==> src/rtl/bp_common_aviary_pkg.sv <==
`default_nettype none
// ============================================================================
// Module      : bp_common_aviary_pkg
// Description : Processor parameter struct, config table and field accessors.
// Revision    : 1.0 - initial release
// ============================================================================
package bp_common_aviary_pkg;

    localparam int unsigned num_cfg_fields_gp          = 41;
    localparam int unsigned bp_cfg_field_idx_width_gp  = 6;
    localparam int unsigned bp_cfg_max_field_width_gp  = 16;

    typedef struct packed {
        logic [15:0] cc_x_dim, cc_y_dim, ic_x_dim, ic_y_dim, mc_x_dim, mc_y_dim;
        logic [15:0] cac_x_dim, sac_x_dim, cacc_type, sacc_type, num_cce, num_lce;
        logic [15:0] vaddr_width, paddr_width, asid_width, branch_metadata_fwd_width;
        logic [15:0] btb_tag_width, btb_idx_width, bht_idx_width, ghist_width;
        logic [15:0] d_lce_assoc, lce_sets, cce_block_width, num_cce_instr_ram_els, l2_assoc;
        logic        async_coh_clk;
        logic [15:0] coh_noc_max_credits, coh_noc_flit_width, coh_noc_cid_width, coh_noc_len_width;
        logic        async_mem_clk;
        logic [15:0] mem_noc_max_credits, mem_noc_flit_width, mem_noc_cid_width, mem_noc_len_width;
        logic        async_io_clk;
        logic [15:0] io_noc_max_credits, io_noc_flit_width, io_noc_cid_width, io_noc_did_width,
                     io_noc_len_width;
    } bp_proc_param_s;

    typedef enum logic [5:0] {
        e_cc_x_dim, e_cc_y_dim, e_ic_x_dim, e_ic_y_dim, e_mc_x_dim, e_mc_y_dim,
        e_cac_x_dim, e_sac_x_dim, e_cacc_type, e_sacc_type, e_num_cce, e_num_lce,
        e_vaddr_width, e_paddr_width, e_asid_width, e_branch_metadata_fwd_width,
        e_btb_tag_width, e_btb_idx_width, e_bht_idx_width, e_ghist_width,
        e_d_lce_assoc, e_lce_sets, e_cce_block_width, e_num_cce_instr_ram_els, e_l2_assoc,
        e_async_coh_clk,
        e_coh_noc_max_credits, e_coh_noc_flit_width, e_coh_noc_cid_width, e_coh_noc_len_width,
        e_async_mem_clk,
        e_mem_noc_max_credits, e_mem_noc_flit_width, e_mem_noc_cid_width, e_mem_noc_len_width,
        e_async_io_clk,
        e_io_noc_max_credits, e_io_noc_flit_width, e_io_noc_cid_width, e_io_noc_did_width,
        e_io_noc_len_width
    } bp_cfg_field_e;

    // Every config starts from the single-core default and overrides a few fields.
    function automatic bp_proc_param_s bp_cfg_lookup(input int unsigned id);
        bp_proc_param_s p;
        p = '0;
        p.cc_x_dim = 16'd1;              p.cc_y_dim = 16'd1;
        p.ic_x_dim = 16'd1;              p.ic_y_dim = 16'd1;
        p.num_cce = 16'd1;               p.num_lce = 16'd2;
        p.vaddr_width = 16'd39;          p.paddr_width = 16'd40;
        p.asid_width = 16'd10;           p.branch_metadata_fwd_width = 16'd39;
        p.btb_tag_width = 16'd10;        p.btb_idx_width = 16'd6;
        p.bht_idx_width = 16'd9;         p.ghist_width = 16'd2;
        p.d_lce_assoc = 16'd8;           p.lce_sets = 16'd64;
        p.cce_block_width = 16'd512;     p.num_cce_instr_ram_els = 16'd256;
        p.l2_assoc = 16'd8;
        p.coh_noc_max_credits = 16'd8;   p.coh_noc_flit_width = 16'd128;
        p.coh_noc_cid_width = 16'd2;     p.coh_noc_len_width = 16'd3;
        p.mem_noc_max_credits = 16'd32;  p.mem_noc_flit_width = 16'd64;
        p.mem_noc_cid_width = 16'd2;     p.mem_noc_len_width = 16'd4;
        p.io_noc_max_credits = 16'd16;   p.io_noc_flit_width = 16'd64;
        p.io_noc_cid_width = 16'd2;      p.io_noc_did_width = 16'd3;
        p.io_noc_len_width = 16'd4;
        case (id)
            2: p.d_lce_assoc = 16'd4;
            3: begin p.cc_x_dim = 16'd2; p.num_lce = 16'd4; p.io_noc_did_width = 16'd2; end
            4: begin
                p.cc_x_dim = 16'd2; p.cc_y_dim = 16'd2; p.num_cce = 16'd4; p.num_lce = 16'd8;
            end
            5: begin p.async_coh_clk = 1'b1; p.async_mem_clk = 1'b1; end
            6: begin p.l2_assoc = 16'd16; p.cce_block_width = 16'd256; end
            7: begin p.vaddr_width = 16'd48; p.paddr_width = 16'd56; end
            8: begin
                p.cc_x_dim = 16'd4; p.cc_y_dim = 16'd4; p.num_cce = 16'd16; p.num_lce = 16'd32;
            end
            9: begin
                p.cc_x_dim = 16'd2; p.cc_y_dim = 16'd4; p.num_cce = 16'd8; p.num_lce = 16'd16;
                p.io_noc_did_width = 16'd1;
            end
            default: ;
        endcase
        return p;
    endfunction

    function automatic logic [bp_cfg_max_field_width_gp-1:0] bp_cfg_field_get(
        input bp_proc_param_s                         p,
        input logic [bp_cfg_field_idx_width_gp-1:0]   field
    );
        logic [bp_cfg_max_field_width_gp-1:0] v;
        v = '0;
        case (bp_cfg_field_e'(field))
            e_cc_x_dim:                  v = p.cc_x_dim;
            e_cc_y_dim:                  v = p.cc_y_dim;
            e_ic_x_dim:                  v = p.ic_x_dim;
            e_ic_y_dim:                  v = p.ic_y_dim;
            e_mc_x_dim:                  v = p.mc_x_dim;
            e_mc_y_dim:                  v = p.mc_y_dim;
            e_cac_x_dim:                 v = p.cac_x_dim;
            e_sac_x_dim:                 v = p.sac_x_dim;
            e_cacc_type:                 v = p.cacc_type;
            e_sacc_type:                 v = p.sacc_type;
            e_num_cce:                   v = p.num_cce;
            e_num_lce:                   v = p.num_lce;
            e_vaddr_width:               v = p.vaddr_width;
            e_paddr_width:               v = p.paddr_width;
            e_asid_width:                v = p.asid_width;
            e_branch_metadata_fwd_width: v = p.branch_metadata_fwd_width;
            e_btb_tag_width:             v = p.btb_tag_width;
            e_btb_idx_width:             v = p.btb_idx_width;
            e_bht_idx_width:             v = p.bht_idx_width;
            e_ghist_width:               v = p.ghist_width;
            e_d_lce_assoc:               v = p.d_lce_assoc;
            e_lce_sets:                  v = p.lce_sets;
            e_cce_block_width:           v = p.cce_block_width;
            e_num_cce_instr_ram_els:     v = p.num_cce_instr_ram_els;
            e_l2_assoc:                  v = p.l2_assoc;
            e_async_coh_clk:             v = 16'(p.async_coh_clk);
            e_coh_noc_max_credits:       v = p.coh_noc_max_credits;
            e_coh_noc_flit_width:        v = p.coh_noc_flit_width;
            e_coh_noc_cid_width:         v = p.coh_noc_cid_width;
            e_coh_noc_len_width:         v = p.coh_noc_len_width;
            e_async_mem_clk:             v = 16'(p.async_mem_clk);
            e_mem_noc_max_credits:       v = p.mem_noc_max_credits;
            e_mem_noc_flit_width:        v = p.mem_noc_flit_width;
            e_mem_noc_cid_width:         v = p.mem_noc_cid_width;
            e_mem_noc_len_width:         v = p.mem_noc_len_width;
            e_async_io_clk:              v = 16'(p.async_io_clk);
            e_io_noc_max_credits:        v = p.io_noc_max_credits;
            e_io_noc_flit_width:         v = p.io_noc_flit_width;
            e_io_noc_cid_width:          v = p.io_noc_cid_width;
            e_io_noc_did_width:          v = p.io_noc_did_width;
            e_io_noc_len_width:          v = p.io_noc_len_width;
            default:                     v = '0;
        endcase
        return v;
    endfunction

endpackage
`default_nettype wire

==> src/rtl/bp_cfg_field_mux.sv <==
`default_nettype none
// ============================================================================
// Module      : bp_cfg_field_mux
// Description : Combinational config/field select with range checking.
// Revision    : 1.0 - initial release
// ============================================================================
module bp_cfg_field_mux
    import bp_common_aviary_pkg::*;
#(
    parameter int unsigned num_cfgs_p        = 10,
    parameter int unsigned num_fields_p      = 41,
    parameter int unsigned lg_max_cfgs_p     = 7,
    parameter int unsigned field_idx_width_p = 6,
    parameter int unsigned data_width_p      = 32
) (
    input  logic [lg_max_cfgs_p-1:0]     cfg_i,
    input  logic [field_idx_width_p-1:0] field_i,
    output logic [data_width_p-1:0]      data_o,
    output logic                         err_o
);

    logic                                 w_cfg_bad;
    logic                                 w_field_bad;
    bp_proc_param_s                       w_params;
    logic [bp_cfg_max_field_width_gp-1:0] w_value;

    assign w_cfg_bad   = (cfg_i == '0) || (32'(cfg_i) >= num_cfgs_p);
    assign w_field_bad = 32'(field_i) >= num_fields_p;
    assign w_params    = bp_cfg_lookup(32'(cfg_i));
    assign w_value     = bp_cfg_field_get(w_params, bp_cfg_field_idx_width_gp'(field_i));

    assign err_o  = w_cfg_bad | w_field_bad;
    assign data_o = err_o ? '0 : data_width_p'(w_value);

endmodule
`default_nettype wire

==> src/rtl/bp_cfg_param_responder.sv <==
`default_nettype none
// ============================================================================
// Module      : bp_cfg_param_responder
// Description : Ready/valid responder for single-field reads and full dumps.
// Revision    : 1.0 - initial release
// ============================================================================
module bp_cfg_param_responder
    import bp_common_aviary_pkg::*;
#(
    parameter int unsigned max_cfgs_p        = 128,
    parameter int unsigned num_cfgs_p        = 10,
    parameter int unsigned num_fields_p      = 41,
    parameter int unsigned field_idx_width_p = 6,
    parameter int unsigned data_width_p      = 32,
    parameter int unsigned lg_max_cfgs_p     = $clog2(max_cfgs_p)
) (
    input  logic                         clk_i,
    input  logic                         reset_n_i,
    input  logic                         req_v_i,
    output logic                         req_ready_o,
    input  logic [lg_max_cfgs_p-1:0]     req_cfg_i,
    input  logic [field_idx_width_p-1:0] req_field_i,
    input  logic                         req_dump_i,
    output logic                         resp_v_o,
    input  logic                         resp_ready_i,
    output logic [data_width_p-1:0]      resp_data_o,
    output logic [field_idx_width_p-1:0] resp_field_o,
    output logic                         resp_err_o,
    output logic                         resp_last_o,
    output logic                         busy_o
);

    localparam logic [1:0] e_idle = 2'd0;
    localparam logic [1:0] e_resp = 2'd1;
    localparam logic [1:0] e_dump = 2'd2;

    localparam logic [field_idx_width_p-1:0] c_last_idx = field_idx_width_p'(num_fields_p - 1);

    if (bp_cfg_max_field_width_gp > data_width_p) begin : g_width_check
        $error("bp_cfg_param_responder: a config field is wider than data_width_p");
    end
    if (num_fields_p != num_cfg_fields_gp) begin : g_field_count_check
        $error("bp_cfg_param_responder: num_fields_p does not match bp_proc_param_s");
    end

    logic [1:0]                   r_state;
    logic [lg_max_cfgs_p-1:0]     r_cfg;
    logic [field_idx_width_p-1:0] r_cnt;
    logic                         r_resp_v;
    logic [data_width_p-1:0]      r_resp_data;
    logic [field_idx_width_p-1:0] r_resp_field;
    logic                         r_resp_err;
    logic                         r_resp_last;

    logic                         w_ready;
    logic                         w_req_acc;
    logic                         w_resp_hs;
    logic [field_idx_width_p-1:0] w_cnt_nxt;
    logic [lg_max_cfgs_p-1:0]     w_mux_cfg;
    logic [field_idx_width_p-1:0] w_mux_field;
    logic [data_width_p-1:0]      w_mux_data;
    logic                         w_mux_err;

    always_comb begin
        w_ready = 1'b0;
        case (r_state)
            e_idle:  w_ready = ~r_resp_v | resp_ready_i;
            e_resp:  w_ready = resp_ready_i;
            default: w_ready = 1'b0;
        endcase
    end

    // Gated with reset so nothing is accepted while the block is held in reset.
    assign req_ready_o = reset_n_i & w_ready;
    assign w_req_acc   = req_v_i & req_ready_o;
    assign w_resp_hs   = r_resp_v & resp_ready_i;
    assign w_cnt_nxt   = r_cnt + field_idx_width_p'(1);

    // One lookup shared by both paths: a dump in progress owns it, otherwise the request does.
    assign w_mux_cfg   = (r_state == e_dump) ? r_cfg : req_cfg_i;
    assign w_mux_field = (r_state == e_dump) ? w_cnt_nxt : (req_dump_i ? '0 : req_field_i);

    bp_cfg_field_mux #(
        .num_cfgs_p        (num_cfgs_p),
        .num_fields_p      (num_fields_p),
        .lg_max_cfgs_p     (lg_max_cfgs_p),
        .field_idx_width_p (field_idx_width_p),
        .data_width_p      (data_width_p)
    ) u_field_mux (
        .cfg_i   (w_mux_cfg),
        .field_i (w_mux_field),
        .data_o  (w_mux_data),
        .err_o   (w_mux_err)
    );

    always_ff @(posedge clk_i or negedge reset_n_i) begin
        if (!reset_n_i) begin
            r_state      <= e_idle;
            r_cfg        <= '0;
            r_cnt        <= '0;
            r_resp_v     <= 1'b0;
            r_resp_data  <= '0;
            r_resp_field <= '0;
            r_resp_err   <= 1'b0;
            r_resp_last  <= 1'b0;
        end else begin
            case (r_state)
                e_dump: begin
                    if (w_resp_hs) begin
                        if (r_cnt == c_last_idx) begin
                            r_resp_v <= 1'b0;
                            r_state  <= e_idle;
                        end else begin
                            r_cnt        <= w_cnt_nxt;
                            r_resp_data  <= w_mux_data;
                            r_resp_err   <= w_mux_err;
                            r_resp_field <= w_cnt_nxt;
                            r_resp_last  <= (w_cnt_nxt == c_last_idx);
                        end
                    end
                end
                default: begin
                    if (w_req_acc) begin
                        r_resp_v    <= 1'b1;
                        r_resp_data <= w_mux_data;
                        r_resp_err  <= w_mux_err;
                        if (req_dump_i) begin
                            r_cfg        <= req_cfg_i;
                            r_cnt        <= '0;
                            r_resp_field <= '0;
                            r_resp_last  <= (c_last_idx == '0);
                            r_state      <= e_dump;
                        end else begin
                            r_resp_field <= req_field_i;
                            r_resp_last  <= 1'b1;
                            r_state      <= e_resp;
                        end
                    end else if (w_resp_hs) begin
                        r_resp_v <= 1'b0;
                        r_state  <= e_idle;
                    end
                end
            endcase
        end
    end

    assign resp_v_o     = r_resp_v;
    assign resp_data_o  = r_resp_data;
    assign resp_field_o = r_resp_field;
    assign resp_err_o   = r_resp_err;
    assign resp_last_o  = r_resp_last;
    assign busy_o       = (r_state != e_idle);

endmodule
`default_nettype wire

==> config.mk <==
export PLATFORM = sky130hd
export DESIGN_NAME = bp_cfg_param_responder
export DESIGN_NICKNAME = d
export VERILOG_FILES = /design/src/rtl/bp_common_aviary_pkg.sv /design/src/rtl/bp_cfg_field_mux.sv /design/src/rtl/bp_cfg_param_responder.sv
export SDC_FILE = /design/constraint.sdc
export NUM_CORES = 1
export LEC_CHECK = 0
export BUFFER_PORTS_ARGS = -buffer_cell sky130_fd_sc_hd__buf_4
export CAP_MARGIN = 20
export CORE_UTILIZATION = 52
export DETAILED_ROUTE_END_ITERATION = 8
export PLACE_DENSITY = 0.78
export SLEW_MARGIN = 20
export SYNTH_ARGS = -nofsm -noshare
export SYNTH_HDL_FRONTEND = slang
export SYNTH_HIERARCHICAL = 1
export SYNTH_SLANG_ARGS = --single-unit
export TNS_END_PERCENT = 1
==> constraint.sdc <==
create_clock -name clk_i -period 2.7 [get_ports clk_i]
set_input_delay 0.27 -clock clk_i [delete_from_list [all_inputs] [get_ports clk_i]]
set_output_delay 0.27 -clock clk_i [all_outputs]
set_load 0.02 [all_outputs]
==> flow_summary.ini, run 1 <==
[critical_path]
cp.arrival_ns = 2.93
setup.worst_path.end_class = register
worstPathRequired_ns = 2.96
crit_slowest_cell = dfrtp_2
criticalPathCategory = reg -> reg
cp_cell_sequence = nand3_2 > buf_4 > o211ai_1 > o311ai_4 > buf_4 > nor4_1 > buf_4 > nand2_1 > o2bb2a_1 > o21a_1 > a21oi_1 > mux2_4
worst_path_largest_cell_delay_ns = 0.46
startpoint_type = register
path_max_fanout = 6
crit_path_frequent_cell = buf_4

[cts]
cts_tree = done
root_buffer = clkbuf_8
clk_latency_ns = 0.31
hold_buffers = 0
cts_max_level = 2
clock_sinks = 56
cts_made_buffers = 5
cts.clk_slew.worst_paths_ns = 0.11
cts.path.max_buffers = 2

[detailed_routing]
wl_met2_um = 4460
dr.max_layer_used = met4
dr_wl_met3_um = 502
route.vias.total = 3064
drt_wl_total_um = 9070
wl_met1_um = 3910
drc = 0
drt_iter0_drc = 223
final_antenna_net_count = 0
drt-wirelength-per-cell_um = 16.8
via_per_inst = 5.67
drtPass1Iterations = 4

[global_routing]
grt_max_degree = 57
antenna_found_initial = 0
overflow = 0
grt_pass1_vias = 3068
track_usage = 0.251
grt_first_pass_wirelength_um = 14500

[logic_synthesis]
syn_area_per_cell_um2 = 10.2
seq_area_frac_synth = 0.387
yosysWarnings = 6
ys_seq_elements = 56
syn_area_mm2 = 0.00362
async_flop_share = 1.00
synth_area_leaders = dfrtp_1, mux2_4, mux2_2
synth_top_area_frac = 0.387
synth_edf_count = 0
synth_commonest_cells = dfrtp_1, nand2_1, mux2_2
yosysMostFrequentCell = dfrtp_1
syn_inst = 355
synth_top_area_cell = dfrtp_1
ys.flop_type = dfrtp_1
synthDistinctLibCells = 75

[timing]
timing.fmax_mhz = 375
slew_headroom = 0.520
drv_slew = 0
fin_crit_sh = 0.988
worst_pin_slew_ns = 0.720
fin_ws_ns = 0.0324
skew_ns = 0.00475
period_minus_slack_ns = 2.67
setup_viol = 0
whs_ns = 0.110
rsz0062_at_grt = true
hold_viol_final = 0

[finish]
ff_latch_area_mm2 = 0.00140
nets = 479
multi_input_area_mm2 = 0.00207
final_core_util = 0.681
fillers = 531
insertedDiodeCount = 0
drive_above_1_share = 0.448
area_growth_pct = 26.9

[power]
power_mw = 5.79
ir_drop_mv = 0.702
p_per_area_mw_per_mm2 = 1260
p_leak_nw = 2.16

[place]
place_ws_ns = -0.0933
port_buffers = 60
dp_hpwl_um = 6490
place_congestion = 0.945

[hold_path]
min_path_type = in -> async

[floorplan]
start_util = 0.536
num_rows = 30
io_pins = 61
fp.dieH_um = 85.5
die_area_mm2 = 0.00731
die_x_um = 85.5
core_area_mm2 = 0.00676

[run_status]
status = complete, no violations

[job]
drv_cap = 0
metrics by stage:
stage	cell area [um2]	instances	setup TNS [ns]
floorplan	3700	376	0
global placement	4370	526	-0.0114
detailed placement	4370	526	-0.153
CTS	4480	534	0
global route	4600	540	-0.188
finish	4600	540	0
area by class of cell:
class,count,area share
clock buffers,5,0.0150
repair buffers,119,0.197
clock inverters,3,0.00490
inverters,7,0.00571
flip-flops and latches,56,0.305
well taps,80,0.0218
multi-input cells,270,0.450
state kept, by name, indices dropped and copies added, names as in the netlist:
register and count:
resp_data_o 32, r_state 2, r_cnt 6, resp_last_o 1, resp_field_o 6, r_cfg 7
resp_v_o 1, resp_err_o 1
path summary, 6_finish.rpt:
kind                                  from               to  slack (ns)  cells past startpoint
min                              reset_n_i  resp_field_o[3]        0.11                      2
max in group asynchronous        reset_n_i         r_cnt[1]        2.10                      2
max                               r_cnt[1]   resp_data_o[2]        0.03                     12
min in group clk_i            req_cfg_i[3]         r_cfg[3]        0.19                      2
min reg2reg                resp_field_o[5]  resp_field_o[5]        0.52                      1
max reg2reg                       r_cnt[1]   resp_data_o[2]        0.03                     12
metal layers:
layer | vias up | GRT usage
li1 | 1450 | -
met1 | 1502 | 0.314
met2 | 95 | 0.437
met3 | 17 | 0.0433
met4 | 0 | 0.0864
met5 | - | 0
power by group:
group / leakage, nW / total [mW] / internal [mW] / switching [mW]
Clock: 0.0485 / 0.483 / 0.187 / 0.296
Sequential: 0.693 / 1.41 / 1.18 / 0.232
Combinational: 1.42 / 3.90 / 1.88 / 2.02
worst max-delay path: cells and delay by family (launching register included):
kind | cells | cell delay [ns]
compound gates | 5 | 1.05
buf+inv | 3 | 0.52
flops | 1 | 0.46
simple gates | 3 | 0.42
mux | 1 | 0.16
logic make-up after synthesis:
| kind of cell | Yosys count | synth area share |
|---|---|---|
| flip-flops | 56 | 0.387 |
| AND/OR/NAND/NOR | 124 | 0.193 |
| adder cells (fa/ha/maj) | 2 | 0.00690 |
| other | 1 | 0.00103 |
| XOR/XNOR | 6 | 0.0145 |
| multiplexers | 49 | 0.172 |
| AO/OA/AOI/OAI | 66 | 0.135 |
| buffers and inverters | 51 | 0.0911 |
timing repair:
| action | 4_1_cts | 5_1_grt |
|---|---|---|
| cloned | 0 | 1 |
| setup endpoints to repair | 9 | 9 |
| setup buffers | 0 | 5 |
| resized for setup | 7 | 13 |
| hold endpoints to repair | 0 | 0 |
| pin swaps | 0 | 7 |
cells in the final DEF, fill, tap and decap left out, types with 3 or more instances in the layout:
master and instances:
a21oi_1 7, a31oi_1 5, a32oi_1 3, buf_4 118
clkbuf_8 5, conb_1 22, dfrtp_1 54, inv_1 7
mux2_2 26, mux2_4 20, nand2_1 44, nand2b_1 7
nand3_1 8, nand3b_1 5, nor2_1 13, nor2b_1 3
nor3_1 7, nor4_1 4, nor4_2 4, o21ai_0 12
o21ai_1 3, o22ai_1 3, o2bb2ai_1 4, or2_2 3
xnor2_1 3
(Power assumes the default switching activity.)
==> run 2: changes to the inputs <==
Settings changed: CORE_UTILIZATION 52 to 53, CTS_BUF_LIST set to sky130_fd_sc_hd__clkbuf_4 sky130_fd_sc_hd__clkbuf_8, PLACE_DENSITY 0.78 to 0.79.
==> run 2 against run 1 <==
Effect of this change: register-to-register slack about the same; count of clock-buffer cells in the layout unchanged; hold slack better by 0.0093 ns; via count down 1.8%; clock power up 1%; critical path depth down 3; first-iteration DRC count down 28%; utilization up 2.9 points; die area down 1.8%; highest routed layer unchanged; cell area down 0.35%; sequential power about the same; sequential share of layout area up 0.11 points.
==> flow_summary.ini, run 2 (synthesis gave the netlist of run 1 again) <==
[run_status]
status = complete, no violations

[finish]
insertedDiodeCount = 0
nets = 476
ff_latch_area_mm2 = 0.00140
area_growth_pct = 26.4
multi_input_area_mm2 = 0.00207
fillers = 506
largest_reg_flops = 32
drive_above_1_share = 0.449
final_cells = 534
final_cell_mix = buf_4, dfrtp_1, nand2_1, mux2_2, conb_1
final_common_cell = buf_4
fin_area_mm2 = 0.00458
final_core_util = 0.710

[power]
p_clk_frac = 0.084
switching_power_mw = 2.54
p_leak_nw = 2.14
p_int_mw = 3.24
power_mw = 5.78
ir_drop_mv = 0.707
p_per_area_mw_per_mm2 = 1260
seq_power_share = 0.242
p_sw_frac = 0.440
share_comb_of_total_power = 0.674

[global_routing]
grt_first_pass_wirelength_um = 15200
overflow = 0
antenna_found_initial = 0
grt_pass1_vias = 3077
grt_max_degree = 57
track_usage = 0.269

[detailed_routing]
drtPass1Iterations = 6
drt_iter0_drc = 160
via_per_inst = 5.64
drt-wirelength-per-cell_um = 16.9
route.vias.total = 3010
final_antenna_net_count = 0
drc = 0
drt_wl_total_um = 9040

[critical_path]
cp.arrival_ns = 2.92
setup.worst_path.end_class = register
worst_path_largest_cell_delay_ns = 0.47
path_buf_inv = 1
criticalPathCategory = reg -> reg
cp_cell_sequence = inv_1 > ha_4 > a22o_1 > o31a_1 > o21ai_2 > nand4_2 > a221o_2 > nor4_2 > mux2_2
startpoint_type = register
crit_slowest_cell = dfrtp_2
worstPathRequired_ns = 2.96
crit_family = compound AO/OA/AOI/OAI gates
r2r_start = r_cnt[0]
crit_start = r_cnt[0]
path_max_fanout = 5

[timing]
skew_ns = 0.00574
period_minus_slack_ns = 2.66
worst_pin_slew_ns = 0.926
rsz0062_at_grt = true
whs_ns = 0.119
hold_viol_final = 0
slew_headroom = 0.380
fin_crit_sh = 0.986
drv_slew = 0
fin_tns_setup_ns = 0
fin_ws_ns = 0.0388
timing.fmax_mhz = 376
setup_viol = 0

[floorplan]
fp.dieH_um = 84.7
die_x_um = 84.7
core_area_mm2 = 0.00646
start_util = 0.561
num_rows = 29
die_area_mm2 = 0.00717
io_pins = 61

[cts]
cts_made_buffers = 5
clk_latency_ns = 0.32
clock_sinks = 56
root_buffer = clkbuf_8
cts.clk_slew.worst_paths_ns = 0.11
cts_max_level = 2
cts_tree = done
cts.path.max_buffers = 2
hold_buffers = 0

[hold_path]
min_path_type = in -> async

[place]
port_buffers = 60
place_ws_ns = -0.0902
placed_area_mm2 = 0.00437
place_congestion = 0.937
dp_hpwl_um = 6590
dpl.cell_count = 522

[job]
drv_cap = 0
run 2: cell count changes in the layout (fill, tap and decap cells not counted), sizes merged:
| cell | change |
|---|---|
| buf | -3 |
run 2: timing repair:
action	in CTS	in global routing
pin swaps	0	4
buffers inserted	0	3
endpoints found under the setup margin	8	9
cloned	1	0
hold endpoints to repair	0	0
gates resized for setup	6	15
run 2: path summary, 6_finish.rpt:
path                              endpoint  slack, ns  cells after the start
max                         resp_data_o[7]       0.04                      9
min                        resp_field_o[3]       0.12                      2
max reg2reg                 resp_data_o[7]       0.04                      9
min reg2reg                resp_field_o[5]       0.51                      1
max in group asynchronous         r_cnt[0]       2.09                      2
min in group clk_i                r_cfg[2]       0.19                      2
run 2: worst reg2reg max path: cells and delay by family (launching register included):
kind | cells | cell delay (ns)
buf+inv | 1 | 0.13
fa+ha+maj | 1 | 0.22
compound gates | 4 | 1.19
simple gates | 2 | 0.43
flops | 1 | 0.47
mux | 1 | 0.18
run 2: per-layer routing:
layer  vias up  global-route usage  share of wire
li1       1440                   -              -
met1      1479               0.350           0.45
met2        75               0.457           0.49
met3        16              0.0462          0.044
met4         0              0.0863          0.020
met5         -                   0              0
run 2: power by group through the flow:
stage | registers [mW] | logic, mW | clock network [mW]
global placement | 1.38 | 3.65 | 0
CTS | 1.39 | 3.76 | 0.507
floorplan | 1.67 | 2.13 | 0
global route | 1.44 | 4.18 | 0.537
detailed placement | 1.40 | 3.71 | 0
finish | 1.40 | 3.90 | 0.488
run 2: layout make-up:
class	count	share of cell area
Clock inverter	3	0.00491
Clock buffer	5	0.0150
Sequential cell	56	0.306
Multi-Input combinational cell	270	0.452
Tap cell	77	0.0210
Inverter	7	0.00573
Timing Repair Buffer	116	0.195
